==> config.mk <==
export PLATFORM = sky130hd
export DESIGN_NAME = mult_share_arbiter
export DESIGN_NICKNAME = d
export VERILOG_FILES = /design/src/rtl/mult_share_arbiter.sv
export SDC_FILE = /design/constraint.sdc
export NUM_CORES = 1
export LEC_CHECK = 0
export ABC_AREA = 1
export CAP_MARGIN = 0
export CORE_AREA = 2 2 150 152
export DETAILED_ROUTE_END_ITERATION = 10
export DIE_AREA = 0 0 152 154
export HOLD_SLACK_MARGIN = 0.02
export MAX_ROUTING_LAYER = met4
export PLACE_DENSITY = 0.8
export SLEW_MARGIN = 20
export SYNTH_ARGS = -nofsm -noshare
export SYNTH_HDL_FRONTEND = slang
export SYNTH_SLANG_ARGS = --single-unit
==> constraint.sdc <==
create_clock -name CLK -period 2.1 [get_ports CLK]
set_clock_uncertainty 0.05 [all_clocks]
set_input_delay 0.42 -clock CLK [delete_from_list [all_inputs] [get_ports CLK]]
set_output_delay 0.42 -clock CLK [all_outputs]
set_load 0.005 [all_outputs]
==> src/rtl/mult_share_arbiter.sv <==
// -----------------------------------------------------------------------------
// mult_share_arbiter
//   Round-robin arbiter that lets N_REQ requesters share one pipelined 24x24
//   unsigned multiplier. At most one request is granted per cycle. The granted
//   operands are registered onto MULT_A/MULT_B. A requester tag travels down a
//   delay line that matches the multiplier latency, so every product comes back
//   labelled with the index of the requester that issued it. The block also
//   counts issued operations.
//
// Ports
//   CLK        in   single clock, rising edge
//   RST_N      in   synchronous reset, active low
//   ENABLE     in   1 = grants allowed, 0 = stop granting and drain in-flight ops
//   REQ_VALID  in   [N_REQ]     per-requester request valid
//   REQ_DATA   in   [N_REQ*48]  requester i operands at [48i+47:48i], A=[23:0], B=[47:24]
//   REQ_READY  out  [N_REQ]     one-hot grant, handshake on VALID & READY
//   MULT_A     out  [24]        registered operand A to multiplier
//   MULT_B     out  [24]        registered operand B to multiplier
//   MULT_P     in   [48]        product, valid MULT_LAT cycles after MULT_A/B
//   RESP_VALID out  1           single-cycle product valid pulse
//   RESP_ID    out  [ID_W]      requester index of the product on RESP_DATA
//   RESP_DATA  out  [48]        MULT_P passed through unchanged
//   BUSY       out  1           controller not idle
//   ISSUE_CNT  out  [32]        accepted requests since reset, wraps
// -----------------------------------------------------------------------------
module mult_share_arbiter #(
  parameter int N_REQ    = 4,
  parameter int ID_W     = 2,
  parameter int MULT_LAT = 4
) (
  input  logic                  CLK,
  input  logic                  RST_N,
  input  logic                  ENABLE,
  input  logic [N_REQ-1:0]      REQ_VALID,
  input  logic [N_REQ*48-1:0]   REQ_DATA,
  output logic [N_REQ-1:0]      REQ_READY,
  output logic [23:0]           MULT_A,
  output logic [23:0]           MULT_B,
  input  logic [47:0]           MULT_P,
  output logic                  RESP_VALID,
  output logic [ID_W-1:0]       RESP_ID,
  output logic [47:0]           RESP_DATA,
  output logic                  BUSY,
  output logic [31:0]           ISSUE_CNT
);

  localparam logic [1:0] ST_IDLE  = 2'd0;
  localparam logic [1:0] ST_RUN   = 2'd1;
  localparam logic [1:0] ST_DRAIN = 2'd2;

  logic [1:0]       state;
  logic [ID_W-1:0]  ptr;
  logic             grant_vld;
  logic [ID_W-1:0]  grant_id;
  logic [47:0]      sel_data;
  int               rr_idx;
  logic             in_flight;
  logic [31:0]      issue_cnt_q;

  // Tag delay line: entry 0 is written on the issue edge, entry MULT_LAT lines
  // up with the cycle in which MULT_P holds that operation's product.
  logic [MULT_LAT:0] tag_vld_p;
  logic [ID_W-1:0]   tag_id_p [MULT_LAT+1];

  // The response entry is excluded: the pipe counts as empty while the last
  // product is being presented, so DRAIN leaves on the following edge.
  assign in_flight = |tag_vld_p[MULT_LAT-1:0];

  // Grant: first valid requester at or after the pointer, scanning circularly.
  always_comb begin
    grant_vld = 1'b0;
    grant_id  = '0;
    rr_idx    = 0;
    REQ_READY = '0;
    if (RST_N && state == ST_RUN && ENABLE) begin
      for (int k = 0; k < N_REQ; k++) begin
        rr_idx = int'(ptr) + k;
        if (rr_idx >= N_REQ) rr_idx = rr_idx - N_REQ;
        if (!grant_vld && REQ_VALID[ID_W'(rr_idx)]) begin
          grant_vld = 1'b1;
          grant_id  = ID_W'(rr_idx);
        end
      end
      if (grant_vld) REQ_READY[grant_id] = 1'b1;
    end
  end

  assign sel_data = REQ_DATA[grant_id*48 +: 48];

  // Control: state machine and round-robin pointer.
  always_ff @(posedge CLK) begin
    if (!RST_N) begin
      state <= ST_IDLE;
      ptr   <= '0;
    end else begin
      if (grant_vld) begin
        ptr <= (int'(grant_id) == N_REQ - 1) ? '0 : grant_id + 1'b1;
      end
      case (state)
        ST_IDLE:  if (ENABLE) state <= ST_RUN;
        ST_RUN:   if (!ENABLE) state <= in_flight ? ST_DRAIN : ST_IDLE;
        ST_DRAIN: begin
          if (ENABLE)          state <= ST_RUN;
          else if (!in_flight) state <= ST_IDLE;
        end
        default:  state <= ST_IDLE;
      endcase
    end
  end

  // Issue stage (p0): operands to the multiplier, tag entry 0, issue counter.
  always_ff @(posedge CLK) begin
    if (!RST_N) begin
      MULT_A      <= '0;
      MULT_B      <= '0;
      issue_cnt_q <= '0;
    end else if (grant_vld) begin
      MULT_A      <= sel_data[23:0];
      MULT_B      <= sel_data[47:24];
      issue_cnt_q <= issue_cnt_q + 32'd1;
    end
  end

  // Tag pipeline p0 .. pMULT_LAT, matched to the multiplier latency.
  always_ff @(posedge CLK) begin
    if (!RST_N) begin
      tag_vld_p <= '0;
      for (int k = 0; k <= MULT_LAT; k++) tag_id_p[k] <= '0;
    end else begin
      tag_vld_p[0] <= grant_vld;
      tag_id_p[0]  <= grant_id;
      for (int k = 1; k <= MULT_LAT; k++) begin
        tag_vld_p[k] <= tag_vld_p[k-1];
        tag_id_p[k]  <= tag_id_p[k-1];
      end
    end
  end

  assign RESP_VALID = tag_vld_p[MULT_LAT];
  assign RESP_ID    = tag_id_p[MULT_LAT];
  assign RESP_DATA  = MULT_P;
  assign BUSY       = (state != ST_IDLE);
  assign ISSUE_CNT  = issue_cnt_q;

endmodule

## Word level (Yosys, flattened, before mapping)

Memory sizes are Yosys's and may differ from the RTL's.
Cells that the tools add are included.

| word-level totals | value |
|---|---|
| register bits | 89 |
| bits in writable memories | 10 |
| bits of input ports | 247 |
| output and inout bits | 136 |
| logic and storage cells | 105 |
| memories kept | 1 |

| cells by class | value |
|---|---|
| add/subtract/negate cells | 9 |
| multipliers | 1 |
| order comparisons | 10 |
| equality and inequality tests | 6 |
| shifts and indexed selects | 1 |
| multiplexer cells | 53 |
| bitwise gates (word level) | 5 |
| reductions and logical operators | 13 |

Memories:

| name | depth | width | rd ports | clocked after memory_dff | write ports | RTL line | RTL |
|---|---|---|---|---|---|---|---|
| tag_id_p | 5 | 2 | 5 | 0 | 5 | 63 | `logic [ID_W-1:0] tag_id_p [MULT_LAT+1];` |

Operators with widths:

| operator | number |
|---|---|
| $shiftx A192 B9 Y48 | 1 |
| $mux W2 | 25 |
| $add A32 B1 Y32 const B | 1 |
| $mux W1 | 20 |
| $lt A2 B4 Y1 const B | 4 |
| $ge A3 B3 Y1 const B | 3 |
| $bmux W1 S2 | 4 |
| $mux W4 | 2 |
| $sub A2 B1 Y2 const B | 4 |
| $add A2 B2 Y3 const B | 2 |
| $logic_and A1 B1 Y1 | 6 |
| $pmux W2 S3 | 1 |
| $or A1 B1 Y1 | 5 |
| $eq A2 B1 Y1 const B | 2 |
| $mul A2 B2 Y4 const B | 1 |
| $ne A2 B2 Y1 const B | 2 |
| $reduce_or A4 Y1 | 1 |
| $add A2 B1 Y3 const B | 1 |
| $ge A2 B3 Y1 const B | 1 |
| $logic_not A1 Y1 | 3 |
| $lt A2 B3 Y1 const B | 1 |
| $ne A3 B3 Y1 const B | 1 |
| $reduce_and A3 Y1 | 1 |
| $add A2 B1 Y2 const B | 1 |
| 5 further kinds | 5 |

## Depth between registers and ports, before layout

| logic depth | value |
|---|---|
| depth after elaboration | 27 |
| mapped depth | 15 |
| gate-level depth less buffers | 13 |

## Worst setup path after synthesis

OpenSTA, ideal clock, no wires.

| timing path | value |
|---|---|
| kind | in2out |
| start point | input RST_N |
| end point | output REQ_READY[0] |
| arrival time | 1.588 ns |
| data required time | 1.630 ns |
| slack | 0.042 ns |
| stages on the path | 7 |
| path buffers | 3 |
| cell sequence | buf_2 -> nand2_1 -> nor3_4 -> nand2_1 -> buf_2 -> buf_2 -> nor3_1 |

| on the way | value |
|---|---|
| word-level cells in the longest chain between the ends | 3 |

Ends and longest elaborated chain:

| what | RTL line | RTL |
|---|---|---|
| start, declared | 32 | `input logic RST_N,` |
| $logic_and A1 B1 Y1 (2 in a row) | 75 | `if (RST_N && state == ST_RUN && ENABLE) begin` |
| $mux W4 | 75 |  |
| end, declared | 36 | `output logic [N_REQ-1:0] REQ_READY,` |

No other way between the ends.

## Worst setup path after layout

| timing path | value |
|---|---|
| start point | register ptr[0] |
| end point | output REQ_READY[2] |

| on the way | value |
|---|---|
| word-level cells in the longest chain between the ends | 26 |
| elaborated cells on any way between the ends | 57 |
| classes of those cells | add/sub: 7; order compare: 6; mux: 37; reduce/logical: 7 |

Ends and longest elaborated chain:

| what | RTL line | RTL |
|---|---|---|
| start, declared | 52 | `logic [ID_W-1:0] ptr;` |
| start signal, assigned | 97 | `ptr <= (int'(grant_id) == N_REQ - 1) ? '0 : grant_id + 1'b1;` |
| $ge A2 B3 Y1 or $sub A2 B1 Y2 (tied branches) | 78 | `if (rr_idx >= N_REQ) rr_idx = rr_idx - N_REQ;` |
| $mux W2 | 78 |  |
| $mux W2 | 75 |  |
| $bmux W1 S2 | 79 | `if (!grant_vld && REQ_VALID[ID_W'(rr_idx)]) begin` |
| $mux W1 (implied by the code) (2 in a row) | 79 |  |
| $mux W1 | 79 |  |
| $mux W1 | 75 |  |
| $logic_not A1 Y1 | 79 |  |
| [9 not listed] | - |  |
| $mux W2 | 79 |  |
| $mux W2 | 75 |  |
| $lt A2 B3 Y1 (implied by the code) or $ge A2 B1 Y1 (tied branches) | 84 | `if (grant_vld) REQ_READY[grant_id] = 1'b1;` |
| $logic_and A1 B1 Y1 (implied by the code) | 84 |  |
| $mux W1 (implied by the code) | 84 |  |
| $demux W1 S2 | 84 |  |
| $mux W4 * | 84 |  |
| $mux W4 * | 75 |  |

Mark *: on every way between the ends. The rest lies on a longest branch, timed or not. The select of a mux whose other input is x is not followed.

==> flow_summary.json <==
{
  "status": "complete, but fails checks",
  "violations": "setup timing",
  "avgSynthCellArea_um2": 5.78,
  "p_clk_share_pct": 36.4,
  "core-area_mm2": 0.0217,
  "p_leak_uw": 0.00550,
  "rsz0062_at_grt": "yes",
  "cp.arrival_ns": 1.88,
  "grt.total_usage_pct": 24.0,
  "path_max_fanout": 7,
  "seq_area_frac_synth_pct": 26.5,
  "dr.pass1.iters": 8,
  "wl_per_cell_um": 16.0,
  "htreeDepth": 3,
  "ctsLongestPathBuffers": 2,
  "grt_pass1_wl_um": 44000,
  "grt_max_degree": 59,
  "die-width_um": 152,
  "yosys.cell_types.count": 31,
  "setup_slack_ns": -0.247,
  "gp_congestion": 0.927,
  "report.final.slew_viol_count": 0,
  "clock.fmax_mhz": 426,
  "min_path_cells": 2,
  "power.switching_uw": 1460,
  "syn_to_final_growth_pct": 51.1,
  "critPathLaunch": "ptr[0]",
  "ys_top_cells_by_count": "288 x nand2_1, 285 x inv_1, 153 x nand3_1",
  "overflow": 0,
  "crit_path_end_kind": "output pin",
  "placed_cell_area_mm2": 0.0104,
  "yosysTopAreaCell": "dfxtp_1",
  "viasPerCell": 5.01,
  "synth_seq_cells": 99,
  "finalSetupViolCount": 46,
  "reg2reg_slack_ns": -0.07,
  "setup_tns_ns": -2.18,
  "fin_worst_hold_slack_ns": 0.364,
  "cp.required_ns": 1.63,
  "dr.first_iter.drc_count": 561,
  "r2r-start": "ptr[0]",
  "clock_sinks": 99,
  "hold_violations": 0,
  "yosys_warnings": 0,
  "ir_drop_mv": 0.319,
  "rows": 54,
  "layout.nets": 1776,
  "synth_top_area_share_pct": 26.5,
  "hold_start": "tag_id_p[0][4]",
  "reg2reg_depth": 13,
  "drt-total-wl_um": 29000,
  "netlist_instances": 1295,
  "relSlewSlack_pct": 71.0,
  "finalInstanceArea_mm2": 0.0113,
  "antenna_left": 0,
  "root_buffer": "clkbuf_16",
  "p_seq_share_pct": 37.4,
  "synth-edff-count": 0,
  "worstSkewPairLatency_ns": 0.35,
  "cts_inserted_buffers": 9,
  "synth.net_count": 1543,
  "start_util_pct": 34.5,
  "antenna_found_initial": 2,
  "portBuffers": 286,
  "fin_crit_sh_pct": 112,
  "drc": 0,
  "synthesis.area_mm2": 0.00749,
  "swShare_pct": 28.0,
  "synth_flop_cell": "dfxtp_1",
  "powerDensity_mw_per_mm2": 459,
  "path_clk_slew_ns": 0.07,
  "fin_crit_ns": 2.35,
  "cts_tree": "done",
  "reg2reg_to": "MULT_B[4]",
  "yosysMostFrequentCell": "nand2_1",
  "ios": 383,
  "startpoint_type": "flip-flop",
  "p_int_uw": 3740,
  "hp-class": "reg -> reg",
  "path_class": "reg -> out",
  "synthArstFlopShare_pct": 0,
  "worstMarginPinSlew_ns": 0.432,
  "grt_pass1_vias": 8574,
  "comb_power_share_pct": 26.3,
  "min_to": "tag_id_p[0][6]",
  "dp_hpwl_um": 19800,
  "vias": 9093,
  "die_area_mm2": 0.0234,
  "drive_gt1_share_pct": 8.61,
  "max_cap_violations": 0,
  "yosys-top-cells-area": "dfxtp_1 26%, nand2_1 14%, inv_1 14%",
  "die_h_um": 154
}
==> routing by layer <==
metal	vias to the layer above	share of wire (%)	GRT usage [%]
met3	67	8.6	4.59
met5	-	0	-
met2	483	50	40.6
met4	0	4.0	11.3
li1	4430	-	-
met1	4113	38	27.3
==> worst max-delay path: stages (launching register included) <==
cell,delay (ns)
dfxtp_4,0.39
buf_6,0.14
o21ai_4,0.20
nand2_1,0.10
o21ai_2,0.07
nand2_2,0.09
nand2_4,0.09
nand3_4,0.09
buf_4,0.14
nand2_2,0.07
inv_1,0.04
buf_2,0.11
==> state kept, by name (all words and copies together) (netlist names) <==
signal	flops
ISSUE_CNT	32
ptr	2
MULT_A	24
tag_id_p	10
MULT_B	24
tag_vld_p	5
state	2
==> stage by stage <==
step	power, uW	util, %	cells	worst slack (ns)
after floorplan	2580	-	1295	0.0417
after global placement	3120	47.8	1775	-0.797
after detailed placement	3130	47.8	1775	-0.825
after CTS	5210	51.3	1806	-0.225
after global routing	5410	52.2	1815	-0.312
final	5200	52.2	1815	-0.247
==> power by group through the flow <==
stage	registers (uW)	clock network, uW	logic (uW)
after floorplan	1980	0	597
after detailed placement	1990	0	1150
final	1940	1890	1370
after CTS	1940	1930	1330
after global routing	1950	1990	1470
after global placement	1980	0	1140
==> logic make-up after synthesis <==
group                      after synthesis  share of synthesized area [%]
buffers and inverters                  419                           24.9
xor gates and xnor gates                19                           2.22
adders and majority gates                1                          0.167
AOI/OAI and AO/OA                       47                           3.31
and+or+nand+nor                        710                           43.0
DFF                                     99                           26.5
==> final cells by class <==
| class | count | area [um2] |
|---|---|---|
| sequential | 99 | 1990 |
| clock buffer | 11 | 243 |
| multi-input combinational | 777 | 3810 |
| tap | 280 | 350 |
| antenna | 2 | 5.00 |
| inverter | 290 | 1100 |
| clock inverter | 5 | 82.6 |
| timing repair buffer | 351 | 3740 |
| fill | 2101 | 10400 |
==> worst max-delay path by stage <==
stage | to | slack [ns] | depth (start not counted)
floorplan | REQ_READY[0] | 0.04 | 7
global placement | REQ_READY[0] | -0.80 | 10
detailed placement | REQ_READY[0] | -0.82 | 10
CTS | REQ_READY[0] | -0.22 | 10
global route | REQ_READY[0] | -0.31 | 10
finish | REQ_READY[2] | -0.25 | 11
==> cell usage in the layout, fill, tap and decap left out, drive strengths merged, types with 4 or more instances in the layout <==
cell type and n:
nor4 5, nor2 127, o21ai 12, a21oi 30, nand2 292, buf 62, clkdlybuf4s50 278, inv 292
bufbuf 4, nand4 111, dfxtp 99, nand3 155, xor2 16, dlygate4sd2 4, clkbuf 14, nor3 16
==> repair_timing <==
action	CTS	global route
cloned	6	3
resized for setup	73	27
pin swaps	19	18
hold buffers	0	0
buffers inserted	12	4
endpoints found under the setup margin	83	77
Note: power is estimated with default switching activity, not from simulation.
